File: src/rtl/sensor_conditioner_pkg.sv
// Shared lane definitions for the vehicle sensor path and the traffic controller.
// Also holds the counter-width helper used by every parameter-sized counter.
package sensor_conditioner_pkg;

  localparam int NUM_LANES = 8;

  typedef enum logic [2:0] {
    LANE_ESS = 3'd0,
    LANE_ELS = 3'd1,
    LANE_WSS = 3'd2,
    LANE_WLS = 3'd3,
    LANE_NSS = 3'd4,
    LANE_NLS = 3'd5,
    LANE_SSS = 3'd6,
    LANE_SLS = 3'd7
  } lane_e;

  // Width of a counter spanning 0..n-1, never narrower than one bit.
  function automatic int cnt_w(input int n);
    return (n > 1) ? $clog2(n) : 1;
  endfunction

endpackage

File: src/rtl/sensor_debounce.sv
// One lane: 2-flop synchronizer, debounce counter, stable level and latched
// vehicle request that is held until the controller serves the lane.
module sensor_debounce
  import sensor_conditioner_pkg::*;
#(
  parameter int DEB_CYC = 4
) (
  input  logic clk_in,
  input  logic reset_n,
  input  logic raw,
  input  logic serve,
  output logic present,
  output logic req
);

  localparam int             CW       = cnt_w(DEB_CYC);
  localparam logic [CW-1:0]  CNT_LAST = CW'(DEB_CYC - 1);

  logic          sync_p0;
  logic          sync_p1;
  logic [CW-1:0] cnt;
  logic [CW-1:0] cnt_d;
  logic          present_d;
  logic          req_d;

  // Synchronizer stage: raw is sampled nowhere else
  always_ff @(posedge clk_in or negedge reset_n) begin
    if (!reset_n) begin
      sync_p0 <= 1'b0;
      sync_p1 <= 1'b0;
    end else begin
      sync_p0 <= raw;
      sync_p1 <= sync_p0;
    end
  end

  // Debounce stage: count consecutive disagreeing cycles, adopt on the last one
  always_comb begin
    cnt_d     = '0;
    present_d = present;
    if (sync_p1 != present) begin
      if (cnt == CNT_LAST) begin
        present_d = sync_p1;
      end else begin
        cnt_d = cnt + 1'b1;
      end
    end
    // New present is used so the request rises together with present (set wins)
    req_d = present_d | (req & ~serve);
  end

  always_ff @(posedge clk_in or negedge reset_n) begin
    if (!reset_n) begin
      cnt     <= '0;
      present <= 1'b0;
      req     <= 1'b0;
    end else begin
      cnt     <= cnt_d;
      present <= present_d;
      req     <= req_d;
    end
  end

endmodule

File: src/rtl/sensor_conditioner.sv
// Conditions the eight raw vehicle sensors into stable levels and latched
// requests, and generates the controller's timer step-enable tick.
module sensor_conditioner
  import sensor_conditioner_pkg::*;
#(
  parameter int DEB_CYC  = 4,
  parameter int TICK_DIV = 12000000
) (
  input  logic                 clk_in,
  input  logic                 reset_n,
  input  logic [NUM_LANES-1:0] sensor_raw,
  input  logic [NUM_LANES-1:0] serve,
  output logic [NUM_LANES-1:0] present,
  output logic [NUM_LANES-1:0] req,
  output logic                 tick
);

  localparam int            TW        = cnt_w(TICK_DIV);
  localparam logic [TW-1:0] TICK_LAST = TW'(TICK_DIV - 1);

  for (genvar i = 0; i < NUM_LANES; i++) begin : g_lane
    sensor_debounce #(
      .DEB_CYC (DEB_CYC)
    ) u_deb (
      .clk_in  (clk_in),
      .reset_n (reset_n),
      .raw     (sensor_raw[i]),
      .serve   (serve[i]),
      .present (present[i]),
      .req     (req[i])
    );
  end

  logic [TW-1:0] tick_cnt;
  logic [TW-1:0] tick_cnt_d;

  always_comb begin
    tick_cnt_d = (tick_cnt == TICK_LAST) ? '0 : tick_cnt + 1'b1;
  end

  // tick is registered but lines up exactly with tick_cnt == TICK_DIV-1
  always_ff @(posedge clk_in or negedge reset_n) begin
    if (!reset_n) begin
      tick_cnt <= '0;
      tick     <= 1'b0;
    end else begin
      tick_cnt <= tick_cnt_d;
      tick     <= (tick_cnt_d == TICK_LAST);
    end
  end

endmodule

File: config.mk
export PLATFORM = sky130hd
export DESIGN_NAME = sensor_conditioner
export DESIGN_NICKNAME = d
export VERILOG_FILES = /design/src/rtl/sensor_conditioner_pkg.sv /design/src/rtl/sensor_debounce.sv /design/src/rtl/sensor_conditioner.sv
export SDC_FILE = /design/constraint.sdc
export NUM_CORES = 1
export LEC_CHECK = 0
export ABC_AREA = 1
export CORE_UTILIZATION = 55
export CTS_CLUSTER_SIZE = 25
export DETAILED_ROUTE_END_ITERATION = 8
export PLACE_DENSITY = 0.81
export REMOVE_ABC_BUFFERS = 1
export SYNTH_ARGS = -nofsm -noshare
export SYNTH_HDL_FRONTEND = slang
export SYNTH_SLANG_ARGS = --single-unit
File: constraint.sdc
create_clock -name clk_in -period 2.2 [get_ports clk_in]
set_input_delay 0.66 -clock clk_in [delete_from_list [all_inputs] [get_ports clk_in]]
set_output_delay 0.66 -clock clk_in [all_outputs]
set_load 0.01 [all_outputs]
==> run summary, run 1 <==
Chip Height: 81.0 um
Skew-Pair Late Insertion Delay: 0.35 ns
Largest net degree at the start of global routing: 32
Relative slew slack: 73.4%
Area growth, synth to finish: 15.4%
Delay-heaviest family, CP: buffers and inverters
Kind of critical path: register to primary output
GRT met1 Usage: 28.5%
Drt pass-1 iters: 4
Setup crit end: present[0]
PwrDens: 952 nW/um^2
Ratio of cells with drive above 1 in the final layout: 10.1%
Critical path endpoint category: primary output
Final hold vios: 0
Num CTS Buffers: 9
Placement Rows: 28
DRC errors left: 0
Busiest grt layer: met2
Starting density of the core: 57.7%
Max-Cap Viols: 0
Crit-path max FO: 3
Final total power: 3.77 mW
Number of global-route vias before repair: 2443
Clk sink count: 73
Hold buffers post-CTS: 0
Final period util: 89.0%
H-tree depth: 3
Worst slew pin tran: 0.399 ns
Max incr delay on CP: 0.55 ns
Hold/Removal Path Class: input port to async pin
Mapped Area: 3440 sq um
Unique masters post-synth: 25
Via density per instance: 5.07
WP buf/inv: 1
Setup TNS: 0 ns
R2R Path End: tick
Tmin final: 1.96 ns
R2R Path Start: tick_cnt[0]
Drt first-iter violations: 121
Via Count: 2495
Clk pin slew, worst setup/hold paths: 0.08 ns
Cell count after synthesis: 383
# IOs: 35
Crit path cell chain: clkdlybuf4s50_1
Outcome: complete, no violations
Port bufs: 34
Setup crit start: g_lane[0].u_deb.present
Synth async-reset ratio: 100%
Total die area: 6570 sq um
Routability cong.: 0.913
Per-cell routed wire length: 13.0 um
HPWL Detailed: 4.79 mm
Post-synth EDFFs: 0
First-pass GRT wire length: 10.8 mm
Initial antenna violation count: 0
CORE AREA: 5960 sq um
Root Driver: clkbuf_8
# diodes: 0
Worst EP arrival: 1.30 ns
Number of routed nets with antenna violations: 0
Remaining Overflow, GRT: 0
IR drop worst, VDD: 0.635 mV
Primary FF master, synth: dfrtp_1
Leak Pwr: 2.02 nW
Worst path slowest cell: clkdlybuf4s50_1
Worst-case clock buffer depth: 2
Total GRT Usage: 22.5%
WL final: 6.38 mm
Worst path depth: 1
Critical path required time: 1.54 ns
Flop2flop setup slack: 0.40 ns
Worst hold slack: 0.226 ns
Final setup vio count: 0
Routing usage on met2: 34.5%
Yosys reg bits: 73
Met3 Resource Use GR: 8.54%
Nets: 440
F_max: 0.510 GHz
DIE WIDTH: 81.0 um
RSZ-0062 raised after global routing: false
CTS tree: built
Ys Warns: 0
Crit path launch type: register
Sequential-to-total area share from yosys stat: 53.2%
R2R depth: 12
Slew Limit Fails: 0
Avg Synthesized Cell Area: 8.97 sq um
Clock Skews: 0.0100 ns
==> area by class of cell <==
class,count,area (sq um)
multi-input cells,226,1230
repair buffers,36,363
inverters,67,251
clock inverters,5,56.3
clock buffers,10,138
fillers,472,1990
flip-flops and latches,73,1830
well taps,75,93.8
==> report_power, final <==
group / switching [mW] / internal, mW / leakage (nW)
Clock: 0.486 / 0.546 / 0.0981
Sequential: 0.166 / 1.62 / 0.913
Combinational: 0.402 / 0.548 / 1.01
==> routing by layer <==
layer,part of all wire [%],vias to the layer above
li1,-,1233
met1,46,1188
met2,46,57
met3,5.5,17
met4,2.3,0
met5,0,-
==> cells in the mapped netlist (2+ instances only) <==
master,instances,area (sq um)
nand4_1,8,50.1
nor2_4,3,33.8
nand3_1,28,140
nand2_2,4,25.0
dfrtp_1,73,1830
nor2_1,46,173
xor2_1,2,17.5
o21bai_1,9,67.6
nand3b_1,2,15.0
inv_1,67,251
buf_4,17,128
ha_1,9,113
o21ai_0,3,15.0
nor3_1,8,40.0
xnor2_1,8,70.1
a21oi_1,2,10.0
nor2_2,4,25.0
nand2_1,76,285
mux2_2,8,90.1
==> state kept, by name (all words and copies together), names as in the netlist <==
register	flops
g_lane.u_deb.sync_p0	8
tick	1
g_lane.u_deb.req	8
g_lane.u_deb.sync_p1	8
tick_cnt	24
g_lane.u_deb.present	8
g_lane.u_deb.cnt	16
==> cells in the final DEF (no fill, tap or decap), drive strengths merged <==
cell,synthesis,routed
inv,67,67
nand3b,2,2
o21bai,9,9
nor3,8,8
dfrtp,73,73
clkinvlp,0,1
clkbuf,0,10
nand4,8,8
clkinv,0,3
mux2,8,8
buf,17,3
o21ai,3,3
nor2,54,54
bufinv,0,1
and2,1,1
xor2,2,2
clkdlybuf4s50,0,33
xnor2,8,8
a31oi,1,1
nand3,29,29
or2,1,1
a21oi,2,2
ha,9,9
nand2,81,81
==> through the flow <==
stage / instance area [sq um] / setup WS [ns] / instances / utilization, %
2_1_floorplan: 3310 / 0.566 / 366 / -
3_3_place_gp: 3760 / 0.360 / 477 / 63.2
3_5_place_dp: 3760 / 0.249 / 477 / 63.2
4_1_cts: 3960 / 0.221 / 492 / 66.5
5_1_grt: 3960 / 0.169 / 492 / 66.6
6_report: 3960 / 0.241 / 492 / 66.6
==> worst min-delay path by stage <==
stage                                        from                      end  slack [ns]
final                                     reset_n  g_lane[5].u_deb.sync_p0        0.23
after global routing                      reset_n      g_lane[2].u_deb.req        0.23
after CTS                                 reset_n  g_lane[5].u_deb.sync_p0        0.23
after detailed placement  g_lane[5].u_deb.sync_p0  g_lane[5].u_deb.sync_p1        0.33
after global placement    g_lane[5].u_deb.sync_p0  g_lane[5].u_deb.sync_p1        0.33
after floorplan           g_lane[0].u_deb.sync_p0  g_lane[0].u_deb.sync_p1        0.33
==> what timing repair did <==
item,4_1_cts,5_1_grt
buffers inserted,0,0
resized for setup,0,1
setup endpoints to repair,0,1
endpoints found under the hold margin,0,0
==> logic make-up (layout without fill, tap and decap cells) <==
logic type                 count (synthesis)  count (layout)  share of synthesized area, %
AOI/OAI and AO/OA                         15              15                          2.88
xor gates and xnor gates                  10              10                          2.55
adders and majority gates                  9               9                          3.28
buffers and inverters                     84             118                          11.0
DFF                                       73              73                          53.2
muxes                                      8               8                          2.62
and+or+nand+nor                          184             184                          24.5
Power figures use the tool's default switching activity.
==> run 2, diff against run 1 <==
Settings changed: SLEW_MARGIN set to 20.
==> results of run 2 <==
Same layout as run 1: the final DEF is identical, and so are final timing and power.
==> run 3, diff against run 2 <==
Settings changed: CAP_MARGIN set to 20.
==> results of run 3 <==
Same layout as run 1: the final DEF is identical, and so are final timing and power.
==> RTL change 1, RTL diff (config.mk and constraints of run 2) <==
The package constant `NUM_LANES` goes from 8 to 16.
--- a/src/rtl/sensor_conditioner_pkg.sv
+++ b/src/rtl/sensor_conditioner_pkg.sv
@@ -3,5 +3,5 @@
 package sensor_conditioner_pkg;
 
-  localparam int NUM_LANES = 8;
+  localparam int NUM_LANES = 16;
 
   typedef enum logic [2:0] {
Interface: changed (resized present, req, sensor_raw and serve); port bits go from 35 to 67. No check against the original RTL was run, so the function may have changed too.
==> RTL change 1 against run 2 <==
Sequential cell count increased by 48. Sequential power increased by 76%. Worst setup slack got worse by 0.16 ns. Area after synthesis increased by 51%. Cell area increased by 59%. Power increased by 100%. Routed wire length increased by 43%. Die area increased by 49%. Critical endpoint is now present[9].
==> RTL change 1: results <==
run_status:
  status: "finished clean"
routing:
  wl_met3_um: 443
  wirelength_met1_um: 3914
  vias_per_cell: 5.012
  routedWlPerCell_um: 13.57
  drt-initial-drc-count: 148
setup_path:
  arrival_ns: 1.46
  crit_end: "present[9]"
  reg2reg_setup_slack_ns: 0.37
layout:
  reg_top3: "g_lane.u_deb.cnt x32, tick_cnt x24"
  fin_nets: 599
  drive_gt1_share_pct: 12.68
global_routing:
  grt_pass1_wl_um: 15670
  grt_pass1_vias: 3533
  grt_max_degree: 122
  grtUsageTotal_pct: 20.85
timing:
  tightest_slew_ns: 0.6127
  fin_skew_ns: 0.005523
place:
  dp_hpwl_um: 6387
  port_buffers: 66
  gp_congestion: 0.8957
cts:
  cts-buffers-inserted: 17
  cts-root-buf: "clkbuf_8"
  post-cts-setup-buffers: 0
  clock_latency_ns: 0.50
  htreeDepth: 4
  clk_pin_slew_ns: 0.06
logic_synthesis:
  synthTopCellsByCount: "dfrtp_1, inv_1, nand2_1, nor2_1, buf_4"
  ys_seq_area_share_pct: 58.55
power_and_ir_drop:
  peakVddDrop_uv: 601.4
==> RTL change 1: changes by cell type in the layout (fill, tap and decap cells not counted), sizes merged, moves of 9 or more <==
cell | run 2 | this run
o21bai | 9 | 18
nor3 | 8 | 19
inv | 67 | 84
nand2 | 81 | 69
clkdlybuf4s50 | 33 | 65
dfrtp | 73 | 121
xnor2 | 8 | 17
==> RTL change 1: kinds of logic after synthesis <==
group | Yosys count | share of synthesized area, %
AOI/OAI and AO/OA | 25 | 3.291
DFF | 121 | 58.55
buffers and inverters | 114 | 10.74
muxes | 16 | 3.484
xor gates and xnor gates | 19 | 3.218
adders and majority gates | 17 | 4.113
and+or+nand+nor | 183 | 16.60
==> RTL change 1: report_power, final <==
part	internal, W	total, W	switching (W)
Clock	0.00164	0.00263	0.000983
Sequential	0.00280	0.00315	0.000352
Combinational	0.00110	0.00188	0.000787
Total	0.00553	0.00766	0.00212
==> RTL change 1: layout make-up <==
class,instances,area [um^2]
well taps,111,138.9
repair buffers,67,678.2
flip-flops and latches,121,3028
fillers,684,2843
multi-input cells,260,1588
clock buffers,18,427.9
inverters,81,304.0
clock inverters,13,145.1
==> RTL change 1: how the worst min path moves through the flow <==
stage	from	end	slack, ns
after floorplan	g_lane[0].u_deb.sync_p0$_DFF_PN0_	g_lane[0].u_deb.sync_p1$_DFF_PN0_	0.33
after global placement	g_lane[15].u_deb.sync_p0$_DFF_PN0_	g_lane[15].u_deb.sync_p1$_DFF_PN0_	0.33
after detailed placement	g_lane[3].u_deb.sync_p0$_DFF_PN0_	g_lane[3].u_deb.sync_p1$_DFF_PN0_	0.33
after CTS	reset_n	g_lane[0].u_deb.cnt[1]$_DFF_PN0_	0.26
after global routing	reset_n	g_lane[0].u_deb.present$_DFF_PN0_	0.28
final	reset_n	g_lane[0].u_deb.cnt[1]$_DFF_PN0_	0.24
==> RTL change 1: layer usage <==
| metal | vias up | global-route usage, % |
|---|---|---|
| li1 | 1622 | - |
| met1 | 1624 | 25.48 |
| met2 | 98 | 35.50 |
| met3 | 19 | 5.532 |
| met4 | 0 | 7.922 |
| met5 | - | 0 |
==> RTL change 1: stage by stage <==
| stage | instances | setup slack, ns | area (um^2) | utilization [%] | hold slack, ns |
|---|---|---|---|---|---|
| after global routing | 671 | 0.02263 | 6310 | 68.94 | 0.2765 |
| after CTS | 671 | 0.05699 | 6310 | 68.94 | 0.2633 |
| final | 671 | 0.08438 | 6310 | 68.94 | 0.2407 |
| after global placement | 640 | 0.4829 | 5737 | 62.68 | 0.3322 |
| after detailed placement | 640 | 0.4226 | 5737 | 62.68 | 0.3347 |
| after floorplan | 462 | 0.6552 | 4920 | - | 0.3312 |
==> RTL change 2, RTL diff (flow settings as in run 2) <==
Without the edit above. The output `tick` loses its register stage (`tick` becomes a continuous assignment). Comments in the files are not updated.
--- a/src/rtl/sensor_conditioner.sv
+++ b/src/rtl/sensor_conditioner.sv
@@ -43,11 +43,11 @@
     if (!reset_n) begin
       tick_cnt <= '0;
-      tick     <= 1'b0;
     end else begin
       tick_cnt <= tick_cnt_d;
-      tick     <= (tick_cnt_d == TICK_LAST);
     end
   end
 
+  assign tick = (tick_cnt_d == TICK_LAST);
+
 endmodule
 
Behaviour: no difference found for any inputs over 10 cycles, from zero or initial values and one cycle with reset_n low; that may be too few to reach the edited logic, so the function may still have changed.
==> RTL change 2 against run 2 <==
The run now ends with negative setup slack left. Die area fell by 0.70%. Routed wire length grew 13%. Worst setup slack got worse by 0.81 ns. Area after synthesis is 0.73% lower. Critical path depth is 11 higher. Clock skew shrank 0.0017 ns. Sequential cell count is 1 lower. Register-to-register slack better by 0.10 ns. Worst hold slack better by 0.096 ns. Core utilization grew 7.3 points. Cell area increased by 11%. Power fell by 0.88%.
==> RTL change 2: results <==
layout:
  clkCellAreaFrac_pct: 4.326
  num-nonclk-inverters: 67
  fill_cells: 433
  drive_gt1_share_pct: 23.35
  nClkBuffers: 11
  n_antenna_cell: 0
  multiInputGateArea_um2: 1290
  ff_latch_area_um2: 1804
  reg_top3: "tick_cnt x24, g_lane.u_deb.cnt x16"
  buffer_area_share_pct: 17.44
  nNonClkBuffers: 90
  multi_input_cells: 226
  fin_nets: 493
place:
  gp_congestion: 0.9770
  dp_hpwl_um: 5313
  port_buffers: 34
cts:
  htreeDepth: 3
  clk_pin_slew_ns: 0.08
  clock_latency_ns: 0.35
  cts-root-buf: "clkbuf_8"
  cts-buffers-inserted: 9
  clkSinkCount: 72
global_routing:
  grt_max_degree: 73
  grtUsageTotal_pct: 24.33
  grt_pass1_vias: 2648
  grt_pass1_wl_um: 11470
  antenna_found_initial: 0
timing:
  setup_viol: 1
  slew_headroom_pct: 74.85
  maxSlewViolCount: 0
  fin_skew_ns: 0.008319
  layout_setup_ws_ns: -0.5704
logic_synthesis:
  synth_compound_area_share_pct: 2.898
  synth_xor_area_share_pct: 2.568
  postSynth.asyncResetShare_pct: 100.0
  yosys-top-cells-area: "dfrtp_1, nand2_1, inv_1"
  yosys_warnings: 0
  synthMuxAreaShare_pct: 2.641
  synthTopCellsByCount: "nand2_1, dfrtp_1, inv_1, nor2_1, nand3_1"
  synth_fa_ha_area_share_pct: 3.302
  ys_seq_area_share_pct: 52.82
  synth_ff_type: "dfrtp_1"
  ys_types: 25
setup_path:
  crit_family: "simple AND/OR/NAND/NOR gates"
  arrival_ns: 2.11
  cp_slowest_stage_delay_ns: 0.35
  reg2reg_depth: 9
  worstPathMaxFanout: 6
  slowest_stage: "dfrtp_1"
power_and_ir_drop:
  peakVddDrop_uv: 736.8
  power_leakage_nw: 2.278
routing:
  vias: 2687
  drt-initial-drc-count: 130
  drtPass1Iterations: 4
  routedWlPerCell_um: 13.26
run_status:
  violations: "negative setup slack"
  status: "complete, but fails checks"
hold_path:
  hold_class: "input port to asynchronous set/reset pin"
-- RTL change 2: cell count changes after synthesis, sizes merged --
cell / run 2 / this run
dfrtp: 73 / 72
-- RTL change 2: per-layer routing --
layer  GRT usage [%]  share of wire, %
met5               0                 0
met4           9.821               2.2
met1           27.42                41
met2           43.56                52
met3           6.517               4.5
-- RTL change 2: stage by stage --
step                std cells  worst slack (ns)  hold slack [ns]  setup TNS [ns]  cell area [um^2]
floorplan                 365           -0.1219           0.3312         -0.1219              3283
global placement          529           -0.5740           0.3346         -0.5740              4138
finish                    546           -0.5704           0.3218         -0.5704              4397
global route              546           -0.7168           0.3514         -0.7168              4397
CTS                       545           -0.5768           0.3445         -0.5768              4347
detailed placement        529           -0.6926           0.3347         -0.6926              4138
-- RTL change 2: path summary, 6_finish.rpt --
kind / from / end / slack (ns)
min in group clk_in: g_lane[2].u_deb.sync_p0$_DFF_PN0_ / g_lane[2].u_deb.sync_p1$_DFF_PN0_ / 0.35
max in group asynchronous: reset_n / g_lane[0].u_deb.sync_p1$_DFF_PN0_ / 1.56
hold reg to reg: g_lane[2].u_deb.sync_p0$_DFF_PN0_ / g_lane[2].u_deb.sync_p1$_DFF_PN0_ / 0.35
setup reg to reg: tick_cnt[8]$_DFF_PN0_ / tick_cnt[20]$_DFF_PN0_ / 0.50
hold / removal: reset_n / g_lane[6].u_deb.req$_DFF_PN0_ / 0.32
setup / recovery: tick_cnt[1]$_DFF_PN0_ / tick / -0.57
-- RTL change 2: timing repair --
item | 4_1_cts | 5_1_grt
endpoints found under the setup margin | 1 | 1
setup buffers | 0 | 1
pin swaps | 3 | 7
gates resized for setup | 9 | 13
-- RTL change 2: report_power, final --
group,switching (W),internal (W)
logic,0.000419,0.000552
clock network,0.000509,0.000479
registers,0.000174,0.00161
total,0.00110,0.00264
